===== src/rtl/alu_result_serializer.sv =====
// Serializes the registered ALU result into the UART TX FIFO one byte at a time.
// A result that arrives while a transfer is still in progress is dropped and latched in OVR_ERR.
module alu_result_serializer #(
  parameter int ALU_WIDTH  = 16,
  parameter int DATA_WIDTH = 8,
  parameter int MSB_FIRST  = 0
) (
  input  logic                  CLK,
  input  logic                  RST,
  input  logic [ALU_WIDTH-1:0]  ALU_OUT,
  input  logic                  ALU_OUT_VALID,
  input  logic                  FIFO_FULL,
  output logic [DATA_WIDTH-1:0] WR_DATA,
  output logic                  WR_INC,
  output logic                  BUSY,
  output logic                  OVR_ERR,
  input  logic                  OVR_CLR
);

  localparam int NBYTES = (ALU_WIDTH + DATA_WIDTH - 1) / DATA_WIDTH;
  localparam int IDX_W  = (NBYTES > 1) ? $clog2(NBYTES) : 1;
  localparam int SH_W   = NBYTES * DATA_WIDTH;
  localparam logic [IDX_W-1:0] LAST_IDX = IDX_W'(NBYTES - 1);

  localparam logic [0:0] IDLE = 1'b0;
  localparam logic [0:0] SEND = 1'b1;

  logic [0:0]            state;
  logic [IDX_W-1:0]      idx;
  logic [IDX_W-1:0]      sel;
  logic [SH_W-1:0]       shadow;
  logic [DATA_WIDTH-1:0] cur_byte;
  logic                  wr_inc;
  logic                  ovr;

  // FIFO_FULL is the only input that reaches WR_INC combinationally.
  always_comb begin
    wr_inc   = (state == SEND) && !FIFO_FULL;
    sel      = (MSB_FIRST != 0) ? (LAST_IDX - idx) : idx;
    cur_byte = '0;
    for (int unsigned i = 0; i < NBYTES; i++) begin
      if (sel == IDX_W'(i)) cur_byte = shadow[i*DATA_WIDTH +: DATA_WIDTH];
    end
  end

  assign WR_INC  = wr_inc;
  assign WR_DATA = wr_inc ? cur_byte : '0;
  assign BUSY    = (state == SEND);
  assign OVR_ERR = ovr;

  always_ff @(posedge CLK or negedge RST) begin
    if (!RST) begin
      state  <= IDLE;
      idx    <= '0;
      shadow <= '0;
    end else begin
      case (state)
        IDLE: begin
          if (ALU_OUT_VALID) begin
            shadow <= SH_W'(ALU_OUT);
            idx    <= '0;
            state  <= SEND;
          end
        end
        SEND: begin
          if (wr_inc) begin
            if (idx == LAST_IDX) begin
              state <= IDLE;
              idx   <= '0;
            end else begin
              idx <= idx + IDX_W'(1);
            end
          end
        end
        default: begin
          state <= IDLE;
          idx   <= '0;
        end
      endcase
    end
  end

  // A new overrun outranks a clear in the same cycle.
  always_ff @(posedge CLK or negedge RST) begin
    if (!RST) begin
      ovr <= 1'b0;
    end else if (ALU_OUT_VALID && (state == SEND)) begin
      ovr <= 1'b1;
    end else if (OVR_CLR) begin
      ovr <= 1'b0;
    end
  end

endmodule


===== config.mk =====
export PLATFORM = sky130hd
export DESIGN_NAME = alu_result_serializer
export DESIGN_NICKNAME = d
export VERILOG_FILES = /design/src/rtl/alu_result_serializer.sv
export SDC_FILE = /design/constraint.sdc
export NUM_CORES = 1
export LEC_CHECK = 0
export ABC_AREA = 1
export CORE_MARGIN = 2
export CORE_UTILIZATION = 43
export CTS_CLUSTER_SIZE = 10
export DETAILED_ROUTE_END_ITERATION = 12
export GPL_TIMING_DRIVEN = 0
export PLACE_DENSITY_LB_ADDON = 0.2
export SYNTH_ARGS = -nofsm -noshare
export SYNTH_HDL_FRONTEND = slang
export SYNTH_SLANG_ARGS = --single-unit

===== constraint.sdc =====
create_clock -name CLK -period 1.2 [get_ports CLK]
set_input_delay 0.24 -clock CLK [delete_from_list [all_inputs] [get_ports CLK]]
set_output_delay 0.24 -clock CLK [all_outputs]
set_load 0.02 [all_outputs]

Word level (Yosys, flattened, before mapping)
Index checks and enable logic that the tools add are counted.
- bits in registers: 19
- equal/unequal tests: 2
- multiplexer cells: 12
- reductions and logical operators: 6
- bitwise operators: 1
- add/subtract/negate cells: 1
- operator list (operator ; count):
    $mux 8 ; 2
    $mux 1 ; 8
    $pmux 1 s2 ; 2
    $reduce_and 2->1 ; 2
    $logic_and 1x1->1 ; 2
    $ne 2x1->1 const B ; 1
    $ne 2x2->1 const B ; 1
    $reduce_bool 2->1 ; 1
    $add 1x1->1 const B ; 1
    $logic_not 1->1 ; 1
    $not 1->1 ; 1

Depth between registers and ports, before layout
Gate-level depths: netlist (run 1).
- depth in word-level cells: 4
- depth in mapped cells: 6
- mapped depth without buffers: 5

Worst setup path before layout (run 1)
No wires, ideal clock.
- path kind: register to output
- start: reg state, in the netlist BUSY
- end: out WR_DATA[0]
- path slack: -0.046 ns
- arrival: 1.006 ns
- stages on the path, launching flop included: 3
- path buffers: 0
- cell sequence: dfrtp_1 nand2_2 a21oi_1
- longest elaborated chain between the ends: 2
- RTL lines (item ; RTL line ; text):
    start: declaration ; 28 ; logic [0:0] state;
    start signal: assignment ; 53 ; state <= IDLE;
    start signal: assignment ; 62 ; state <= SEND;
    start signal: assignment ; 68 ; state <= IDLE;
    $logic_and 1x1->1 ; 38 ; wr_inc = (state == SEND) && !FIFO_FULL;
    $mux 8 ; 47 ; assign WR_DATA = wr_inc ? cur_byte : '0;
    end: declaration ; 13 ; output logic [DATA_WIDTH-1:0] WR_DATA,
No other way between the ends.

Worst setup path after layout (run 1)
- start: reg idx
- end: out WR_DATA[6]
- longest elaborated chain between the ends: 2
- RTL lines (item ; RTL line ; text):
    start: declaration ; 29 ; logic [IDX_W-1:0] idx;
    start signal: assignment ; 71 ; idx <= idx + IDX_W'(1);
    $mux 8 ; 42 ; if (sel == IDX_W'(i)) cur_byte = shadow[i*DATA_WIDTH +: DATA_WIDTH];
    $mux 8 ; 47 ;
No other way between the ends.

==> results of run 1 <==
## cell families (layout without fill, tap and decap cells)
kind of cell | count (synthesis) | in the layout | share of synthesized area
buf+inv | 12 | 49 | 0.0835
flops | 19 | 19 | 0.521
simple gates | 73 | 73 | 0.338
compound gates | 9 | 9 | 0.0575
## path summary, 6_finish.rpt
path / startpoint / endpoint / slack, ns / cells past startpoint
min in group asynchronous: RST / shadow[9] / 0.41 / 1
worst max-delay path: idx / WR_DATA[6] / -0.30 / 4
worst min register to register: shadow[4] / shadow[4] / 0.48 / 2
max in group asynchronous: RST / BUSY / 0.23 / 1
worst max register to register: BUSY / BUSY / 0.09 / 6
worst min-delay path: ALU_OUT_VALID / shadow[11] / 0.22 / 3
## flip-flops by register name, indices dropped and copies added (netlist names)
name	count
shadow	16
BUSY	1
OVR_ERR	1
idx	1
## layout make-up
| cell class | count | area, sq um | share of cell area |
|---|---|---|---|
| Inverter | 6 | 23.8 | 0.0181 |
| Timing Repair Buffer | 34 | 308 | 0.235 |
| Sequential cell | 19 | 477 | 0.364 |
| Buffer | 5 | 63.8 | 0.0487 |
| Clock buffer | 4 | 26.3 | 0.0200 |
| Multi-Input combinational cell | 82 | 379 | 0.289 |
| Tap cell | 27 | 33.8 | 0.0258 |
## worst max-delay path: cells and delay by family (launching register included)
kind,cells,cell delay (ns)
flip-flops,1,0.44
AND/OR/NAND/NOR,1,0.07
buffers and inverters,2,0.30
AO/OA/AOI/OAI,1,0.16
## cell usage in the layout (no fill, tap or decap)
master                            synthesis  routed
sky130_fd_sc_hd__nand2_1                 52      52
sky130_fd_sc_hd__dfrtp_1                 19      18
sky130_fd_sc_hd__nand3_1                 18      18
sky130_fd_sc_hd__clkdlybuf4s50_1          0      18
sky130_fd_sc_hd__buf_4                    1      10
sky130_fd_sc_hd__buf_6                    2       6
sky130_fd_sc_hd__a21oi_1                  8       6
sky130_fd_sc_hd__inv_1                    4       3
sky130_fd_sc_hd__buf_2                    2       3
sky130_fd_sc_hd__clkbuf_4                 0       3
sky130_fd_sc_hd__inv_2                    1       2
sky130_fd_sc_hd__nand2_4                  0       2
sky130_fd_sc_hd__a21oi_2                  0       2
sky130_fd_sc_hd__dfrtp_2                  0       1
sky130_fd_sc_hd__clkinv_2                 0       1
sky130_fd_sc_hd__clkbuf_16                0       1
sky130_fd_sc_hd__nor2_4                   1       1
sky130_fd_sc_hd__o22ai_2                  1       1
sky130_fd_sc_hd__clkbuf_1                 0       1
sky130_fd_sc_hd__dlygate4sd2_1            0       1
## metrics by stage
stage               instance area [sq um]  std cells  worst slack [ns]  utilization
floorplan                             913        113           -0.0459            -
global placement                     1250        170            -0.766        0.629
detailed placement                   1250        170            -0.776        0.629
CTS                                  1300        176            -0.254        0.655
global route                         1310        177            -0.342        0.662
finish                               1310        177            -0.304        0.662
## per-layer routing
metal  routed length [um]  vias to the layer above  GRT usage
li1                     -                      435          -
met1                  934                      398      0.264
met2                 1080                       25      0.327
met3                  125                        4     0.0212
met4                   45                        0      0.111
met5                    0                        -          0
## cells in the mapped netlist
cell	n
sky130_fd_sc_hd__o22ai_2	1
sky130_fd_sc_hd__inv_2	1
sky130_fd_sc_hd__clkinv_1	1
sky130_fd_sc_hd__nand2_1	52
sky130_fd_sc_hd__inv_1	4
sky130_fd_sc_hd__buf_6	2
sky130_fd_sc_hd__buf_2	2
sky130_fd_sc_hd__buf_4	1
sky130_fd_sc_hd__dfrtp_1	19
sky130_fd_sc_hd__nor2_4	1
sky130_fd_sc_hd__nand3_1	18
sky130_fd_sc_hd__nand2_2	2
sky130_fd_sc_hd__a21oi_1	8
sky130_fd_sc_hd__clkbuf_8	1
## timing repair
action                                  4_1_cts  5_1_grt
buffers inserted                              2        1
endpoints found under the setup margin       11       21
hold buffers                                  0        0
gates cloned                                  0        1
pin swaps                                     0        0
resized for setup                            63        6
## power by group
group | switching (uW) | internal, uW
Combinational | 791 | 651
Clock | 189 | 129
Sequential | 183 | 931
Total | 1160 | 1710
==> impl_metrics.tcl, run 1 <==
set metrics [dict create \
    status "finished, violations left" \
    violations "negative setup slack" \
    clock-sinks 19 \
    drive_gt1_frac 0.220 \
    worstSkewPairLatency_ns 0.30 \
    numCtsBuffers 3 \
    die_h_um 50.1 \
    grt_setup_unrepaired "yes" \
    hold_violations 0 \
    clock_root_buffer "sky130_fd_sc_hd__clkbuf_4" \
    setup.worst_path.start_class "flop" \
    yosysTopAreaCellShare 0.521 \
    min-delay-path-class "input pin to flop" \
    setup_ws_ns -0.304 \
    timing_max_transition_violations_final 0 \
    worst-slew-pin-transition_ns 0.833 \
    clkTransAtPathRegs_ns 0.11 \
    netlist_instances 113 \
    route.detailed.vias_per_inst 4.87 \
    drtIter0Drc 8 \
    p_per_area_nw_per_um2 2190 \
    finalSetupTns_ns -2.29 \
    critPathCaptureType "primary output" \
    synth.avg_cell_area_sq_um 8.08 \
    period_needed_ns 1.50 \
    synth-seq-cells 19 \
    insertedDiodeCount 0 \
    gp_congestion 0.758 \
    grt_max_degree 20 \
    max_stage_delay_ns 0.44 \
    max_cap_viol_count 0 \
    worst_ir_drop_vdd_v 0.00131 \
    std_cell_rows 16 \
    critPathArrivalTime_ns 1.26 \
    wl_per_cell_um 12.3 \
    detailedRoute.firstPassIterationCount 4 \
    leakagePower_uw 0.000671 \
    wirelength_um 2180 \
    core_region_area_sq_um 1980 \
    yosys.area.top_type "sky130_fd_sc_hd__dfrtp_1" \
    dieWidth_um 50.1 \
    areaGrowthSynthToFinish_pct 43.6 \
    wire_length_of_the_first_global_routing_pass_um 3780 \
    globalRouteTotalUtil 0.203 \
    worst-endpoint-required_ns 0.96 \
    post-route-period-util 1.25 \
    worst_slew_margin_rel 0.443 \
    vias 862 \
    synth_top_cells_by_area "sky130_fd_sc_hd__dfrtp_1 (52%), sky130_fd_sc_hd__nand2_1 (21%), sky130_fd_sc_hd__nand3_1 (9.9%), sky130_fd_sc_hd__a21oi_1 (4.4%), sky130_fd_sc_hd__buf_6 (2.5%)" \
    path_class "flop to primary output" \
    synth.yosys.warnings 0 \
    clock-skew-final_ns 0.0126 \
    finalPower_uw 2870 \
    grt_antenna_before_repair 0 \
    grt_overflow_total 0 \
    cts_buffer_depth 2 \
    first_global_vias 834 \
    drcViolationCount 0 \
    start_util 0.461 \
    port-buffer-count 30 \
    dp.final_hpwl_um 1490 \
    fmax_ghz 0.665 \
    path_cells "clkinv_2, nand2_1, a21oi_1, buf_4" \
    die_area_sq_um 2510 \
    yosysUniqueCellTypes 14 \
    cp_slowest_cell "sky130_fd_sc_hd__dfrtp_1" \
    synth.cell_area_sq_um 913 \
    boundaryPins 32 \
    final_nets 172 \
    path_max_fanout 9 \
    finalHoldWorstSlack_ns 0.219 \
    drt.antenna.violating_nets 0 \
    setup_viol 9 \
    tritoncts "built" \
    filler_cell_count 181 \
    cts.htree.levels 1 \
    postSynthNetCount 134 \
    ys_seq_area_frac 0.521 \
]
(Power assumes the default switching activity.)
==> run 2: changes to the inputs <==
--- a/config.mk
+++ b/config.mk
@@ -6,8 +6,10 @@
 export NUM_CORES = 1
 export LEC_CHECK = 0
 export ABC_AREA = 1
+export CELL_PAD_IN_SITES_DETAIL_PLACEMENT = 1
+export CELL_PAD_IN_SITES_GLOBAL_PLACEMENT = 1
 export CORE_MARGIN = 2
-export CORE_UTILIZATION = 43
+export CORE_UTILIZATION = 31
 export CTS_CLUSTER_SIZE = 10
 export DETAILED_ROUTE_END_ITERATION = 12
 export GPL_TIMING_DRIVEN = 0
==> constraint.sdc (replaced) <==
create_clock -name CLK -period 1.2 [get_ports CLK]
set_input_delay 0.36 -clock CLK [delete_from_list [all_inputs] [get_ports CLK]]
set_output_delay 0.36 -clock CLK [all_outputs]
set_load 0.02 [all_outputs]
==> run 2 against run 1 <==
  * Setup slack worse by 0.10 ns
  * Largest cell class is now multi-input gates
  * Largest power group unchanged
  * Combinational power is 50% higher
  * First-iteration DRC count is 75% higher
  * Flip-flop and latch count stayed put
  * Via count is 8.8% higher
  * Wire length is 33% higher
  * Final area is 20% higher
  * Clock skew is 0.0042 ns lower
  * Count of clock-buffer cells in the layout is 1 lower
  * The flow still finishes with violations (negative setup slack)
==> impl_metrics.tcl, run 2 (synthesis results as in run 1) <==
set metrics [dict create \
    finalPower_uw 3650 \
    dp.final_hpwl_um 1850 \
    fmax_ghz 0.624 \
    grt_max_degree 20 \
    worst_slew_margin_rel 0.399 \
    routed-wl-met2_um 1460 \
    drive_gt1_frac 0.363 \
    wirelength_um 2910 \
    violations "negative setup slack" \
    detailedRoute.firstPassIterationCount 2 \
    die_h_um 58.3 \
    registers.top_by_ff_count "shadow" \
    finalHoldWorstSlack_ns 0.278 \
    numCtsBuffers 3 \
    first_global_vias 1004 \
    grt_setup_unrepaired "yes" \
    setup_viol 11 \
    boundaryPins 32 \
    place_worst_setup_slack_ns -1.07 \
    path_class "flop to primary output" \
    reg2reg_to "shadow[2]" \
    p_per_area_nw_per_um2 2330 \
    route.detailed.vias_per_inst 4.99 \
    cts.htree.levels 1 \
    multi_input_comb_area_sq_um 504 \
    commonest_non_fill_non_tap_cells_in_the_layout "sky130_fd_sc_hd__nand2_1 (43), sky130_fd_sc_hd__nand3_1 (18), sky130_fd_sc_hd__dfrtp_1 (17), sky130_fd_sc_hd__buf_6 (17), sky130_fd_sc_hd__clkdlybuf4s50_1 (17)" \
    sequential_cell_area_sq_um 478 \
    met3_length_um 111 \
    status "finished, violations left" \
    timing_max_transition_violations_final 0 \
    wire_length_of_the_first_global_routing_pass_um 4840 \
    number_of_flip_flops_under_the_largest_register_name 16 \
    clock-skew-final_ns 0.00841 \
    placed_cells_incl_taps 174 \
    setup.worst_path.start_class "flop" \
    stdcell_count 188 \
    drtIter0Drc 14 \
    max_cap_viol_count 0 \
    finalSetupTns_ns -3.53 \
    critPathArrivalTime_ns 1.24 \
    clkTransAtPathRegs_ns 0.12 \
    reg2reg_depth 6 \
    timing.rr.start "BUSY" \
    die_area_sq_um 3400 \
    drcViolationCount 0 \
    setup_ws_ns -0.404 \
    critPathCapture "WR_DATA[4]" \
    share_clk_of_total_power 0.093 \
    cts_buffer_depth 2 \
    p_switching_uw 1550 \
    worst-endpoint-required_ns 0.84 \
    tritoncts "built" \
    route.layer.met1.wl_um 1300 \
    core_region_area_sq_um 2780 \
    worst_ir_drop_vdd_v 0.00143 \
    min-delay-path-class "input pin to asynchronous set/reset pin" \
    globalRouteTotalUtil 0.193 \
    hold_violations 0 \
    start_util 0.328 \
    register_to_register_path_setup_slack_ns 0.06 \
    path_max_fanout 5 \
    final_nets 179 \
    port-buffer-count 30 \
    final_common_cell "sky130_fd_sc_hd__nand2_1" \
    drt.antenna.violating_nets 0 \
    filler_cell_count 315 \
    critPathCaptureType "primary output" \
    vias 938 \
    areaGrowthSynthToFinish_pct 71.9 \
    top_layer "met4" \
    wl_per_cell_um 15.5 \
    period_needed_ns 1.60 \
    post-route-period-util 1.34 \
    grt_antenna_before_repair 0 \
    cts.hold.buffers_added 0 \
    clock_root_buffer "sky130_fd_sc_hd__clkbuf_4" \
    combinationalPowerShare 0.592 \
    share_of_power_burned_in_registers 0.315 \
    worst_setup_path_startpoint "idx" \
    p_int_uw 2110 \
    worst-slew-pin-transition_ns 0.902 \
    clock-sinks 19 \
    worstSkewPairLatency_ns 0.30 \
    grt_overflow_total 0 \
    gp_congestion 0.715 \
    std_cell_rows 19 \
    insertedDiodeCount 0 \
    leakagePower_uw 0.000743 \
    swShare 0.423 \
    dieWidth_um 58.3 \
]
run 2: per-stage QoR:
step	cell area [sq um]	util
finish	1570	0.565
global route	1570	0.565
CTS	1510	0.543
detailed placement	1350	0.485
global placement	1350	0.485
floorplan	1010	-
run 2: repair_timing:
action | in CTS | in global routing
pin swaps | 1 | 1
setup buffers | 5 | 2
resized for setup | 89 | 5
setup endpoints to repair | 12 | 23
cloned | 2 | 1
endpoints found under the hold margin | 0 | 0
run 2: worst min path at each step:
stage                        from    endpoint  slack (ns)
floorplan                     RST        BUSY        0.06
global placement        shadow[6]   shadow[6]        0.45
detailed placement      shadow[0]   shadow[0]        0.46
CTS                           RST   shadow[8]        0.30
global route        ALU_OUT_VALID  shadow[11]        0.32
finish                        RST   shadow[8]        0.28
run 2: layout make-up:
type,count,share of cell area
Buffer,6,0.0502
Clock buffer,3,0.0143
Clock inverter,1,0.00319
Tap cell,31,0.0247
Multi-Input combinational cell,83,0.321
Inverter,6,0.0175
Timing Repair Buffer,39,0.265
Sequential cell,19,0.304
run 2: metal layers:
| layer | track usage | up-vias |
|---|---|---|
| met3 | 0.0357 | 4 |
| met1 | 0.252 | 458 |
| met2 | 0.313 | 22 |
| met4 | 0.0797 | 0 |
| met5 | 0 | - |
| li1 | - | 454 |
run 2: worst max-delay path: stages (launching register included):
cell	delay, ns
sky130_fd_sc_hd__dfrtp_2	0.44
sky130_fd_sc_hd__buf_6	0.15
sky130_fd_sc_hd__nand2_2	0.07
sky130_fd_sc_hd__a21oi_4	0.15
sky130_fd_sc_hd__buf_6	0.13
run 2: power by group through the flow:
| stage | Clock (uW) | Sequential (uW) | Combinational [uW] |
|---|---|---|---|
| 6_report | 338 | 1150 | 2160 |
| 3_3_place_gp | 0 | 1100 | 1550 |
| 2_1_floorplan | 0 | 1100 | 1060 |
| 3_5_place_dp | 0 | 1110 | 1600 |
| 5_1_grt | 386 | 1190 | 2340 |
| 4_1_cts | 345 | 1150 | 1990 |
==> run 3: changes to the inputs <==
--- a/config.mk
+++ b/config.mk
@@ -9,10 +9,11 @@
 export CELL_PAD_IN_SITES_DETAIL_PLACEMENT = 1
 export CELL_PAD_IN_SITES_GLOBAL_PLACEMENT = 1
 export CORE_MARGIN = 2
-export CORE_UTILIZATION = 31
+export CORE_UTILIZATION = 33
 export CTS_CLUSTER_SIZE = 10
 export DETAILED_ROUTE_END_ITERATION = 12
 export GPL_TIMING_DRIVEN = 0
+export HOLD_SLACK_MARGIN = 0.05
 export PLACE_DENSITY_LB_ADDON = 0.2
 export SYNTH_ARGS = -nofsm -noshare
 export SYNTH_HDL_FRONTEND = slang
==> constraint.sdc (replaced) <==
create_clock -name CLK -period 2 [get_ports CLK]
set_input_delay 0.6 -clock CLK [delete_from_list [all_inputs] [get_ports CLK]]
set_output_delay 0.6 -clock CLK [all_outputs]
set_load 0.02 [all_outputs]
==> run 3 against run 2 <==
  * The run now ends clean
  * Sequential share of layout area rose by 6.7 points
  * Wire length fell by 16%
  * Core utilization fell by 8.7 points
  * Worst hold slack improved by 0.21 ns
  * Final area fell by 18%
  * Flip-flop and latch count did not move
  * Via count fell by 7.9%
  * Final cell count fell by 5.3%
  * Total power fell by 54%
  * Highest routed layer unchanged
==> impl_metrics.tcl, run 3 (synthesis results as in run 1) <==
set metrics [dict create \
    status "finished clean" \
    drcViolationCount 0 \
    grt_setup_unrepaired "yes" \
    critPathCaptureType "primary output" \
    final_common_cell "sky130_fd_sc_hd__nand2_1" \
    clock-skew-final_ns 0.0119 \
    worst_slew_margin_rel 0.424 \
    cts.htree.levels 1 \
    final_area_sq_um 1280 \
    grt_max_degree 20 \
    final_nets 169 \
    drt.antenna.violating_nets 0 \
    post-cts-setup-buffers 0 \
    dieWidth_um 56.6 \
    numCtsBuffers 3 \
    stdcell_count 178 \
    clock_root_buffer "sky130_fd_sc_hd__clkbuf_4" \
    areaGrowthSynthToFinish_pct 40.4 \
    worst_ir_drop_vdd_v 0.000628 \
    hold_violations 0 \
    place_area_sq_um 1250 \
    wire_length_of_the_first_global_routing_pass_um 4240 \
    globalRouteTotalUtil 0.170 \
    first_global_vias 917 \
    drtIter0Drc 15 \
    port-buffer-count 30 \
    cts_buffer_depth 2 \
    clock-sinks 19 \
    period_needed_ns 1.96 \
    start_util 0.340 \
    post-route-period-util 0.981 \
    wl_per_cell_um 13.8 \
    max_cap_viol_count 0 \
    clkTransAtPathRegs_ns 0.10 \
    timing_max_transition_violations_final 0 \
    drive_gt1_frac 0.211 \
    setup.worst_path.start_class "input pin" \
    insertedDiodeCount 0 \
    gp_congestion 0.729 \
    fmax_ghz 0.510 \
    tritoncts "built" \
    setup_viol 0 \
    finalHoldWorstSlack_ns 0.486 \
    registers.top_by_ff_count "shadow" \
    p_per_area_nw_per_um2 1310 \
    grt_antenna_before_repair 0 \
    min-delay-path-class "flop to flop" \
    grt_overflow_total 0 \
    worst-slew-pin-transition_ns 0.861 \
    std_cell_rows 19 \
    critPathArrivalTime_ns 1.36 \
    vias 864 \
    boundaryPins 32 \
    commonest_non_fill_non_tap_cells_in_the_layout "sky130_fd_sc_hd__nand2_1 (52), sky130_fd_sc_hd__clkdlybuf4s50_1 (20), sky130_fd_sc_hd__dfrtp_1 (18), sky130_fd_sc_hd__nand3_1 (18), sky130_fd_sc_hd__buf_4 (8)" \
    worst-endpoint-required_ns 1.40 \
    dp.final_hpwl_um 1820 \
    detailedRoute.firstPassIterationCount 4 \
    number_of_flip_flops_under_the_largest_register_name 16 \
    leakagePower_uw 0.000641 \
    die_h_um 56.6 \
    wirelength_um 2450 \
    path_max_fanout 9 \
    core_region_area_sq_um 2690 \
    worstSkewPairLatency_ns 0.30 \
    path_class "input pin to primary output" \
    placed_cells_incl_taps 174 \
    route.detailed.vias_per_inst 4.85 \
    die_area_sq_um 3200 \
]
## run 3: cell count changes in the layout (fill, tap and decap cells not counted), moves of 4 or more
cell / previous run / this run
sky130_fd_sc_hd__a21oi_4: 8 / 0
sky130_fd_sc_hd__a21oi_2: 0 / 5
sky130_fd_sc_hd__nand2_1: 43 / 52
sky130_fd_sc_hd__buf_6: 17 / 3
sky130_fd_sc_hd__buf_4: 4 / 8
sky130_fd_sc_hd__nand2_2: 9 / 1
## run 3: power by group
group          internal [uW]  switching (uW)  total, uW
logic                    333             488        821
clock network           74.4             122        196
registers                558             103        661
total                    965             713       1680
## run 3: cell type report
class                   instances  area, sq um
fillers                       345         1400
well taps                      31         38.8
flip-flops and latches         19          477
multi-input cells              82          385
inverters                       6         22.5
plain buffers                   6         53.8
clock inverters                 1         5.00
clock buffers                   3         22.5
repair buffers                 30          278
## run 3: path summary, 6_finish.rpt
path                       startpoint    endpoint  slack [ns]  cells past startpoint
setup / recovery            FIFO_FULL  WR_DATA[0]        0.04                      5
hold / removal              shadow[1]   shadow[1]        0.49                      2
setup reg to reg                 BUSY   shadow[6]        0.89                      5
hold reg to reg             shadow[1]   shadow[1]        0.49                      2
max in group asynchronous         RST        BUSY        0.64                      1
min in group asynchronous         RST   shadow[2]        0.78                      1
## run 3: repair_timing
item                       CTS  global route
pin swaps                    0             0
resized for setup           39            14
hold buffers                 0             0
gates cloned                 0             0
setup endpoints to repair    9             9
## run 3: per-stage QoR
stage / setup TNS (ns) / power [uW] / utilization / setup WS [ns]
finish: 0 / 1680 / 0.477 / 0.0387
global route: -0.0877 / 1820 / 0.477 / -0.0255
CTS: 0 / 1650 / 0.465 / 0.00000200
detailed placement: -6.01 / 1490 / 0.466 / -0.746
global placement: -5.94 / 1450 / 0.466 / -0.711
floorplan: 0 / 1150 / - / 0.276
## run 3: worst max-delay path, stage by stage
cell and delay, ns:
sky130_fd_sc_hd__dlygate4sd2_1 0.28, sky130_fd_sc_hd__inv_2 0.09, sky130_fd_sc_hd__nand2_4 0.10, sky130_fd_sc_hd__a21oi_1 0.14, sky130_fd_sc_hd__buf_4 0.16
## run 3: layer usage
metal / wire length, um / up-vias / global-route usage / part of all wire
met5: 0 / - / 0 / 0
met1: 1080 / 418 / 0.218 / 0.44
met3: 100 / 2 / 0.0276 / 0.041
met2: 1260 / 18 / 0.287 / 0.51
met4: 19 / 0 / 0.0612 / 0.0077
li1: - / 426 / - / -
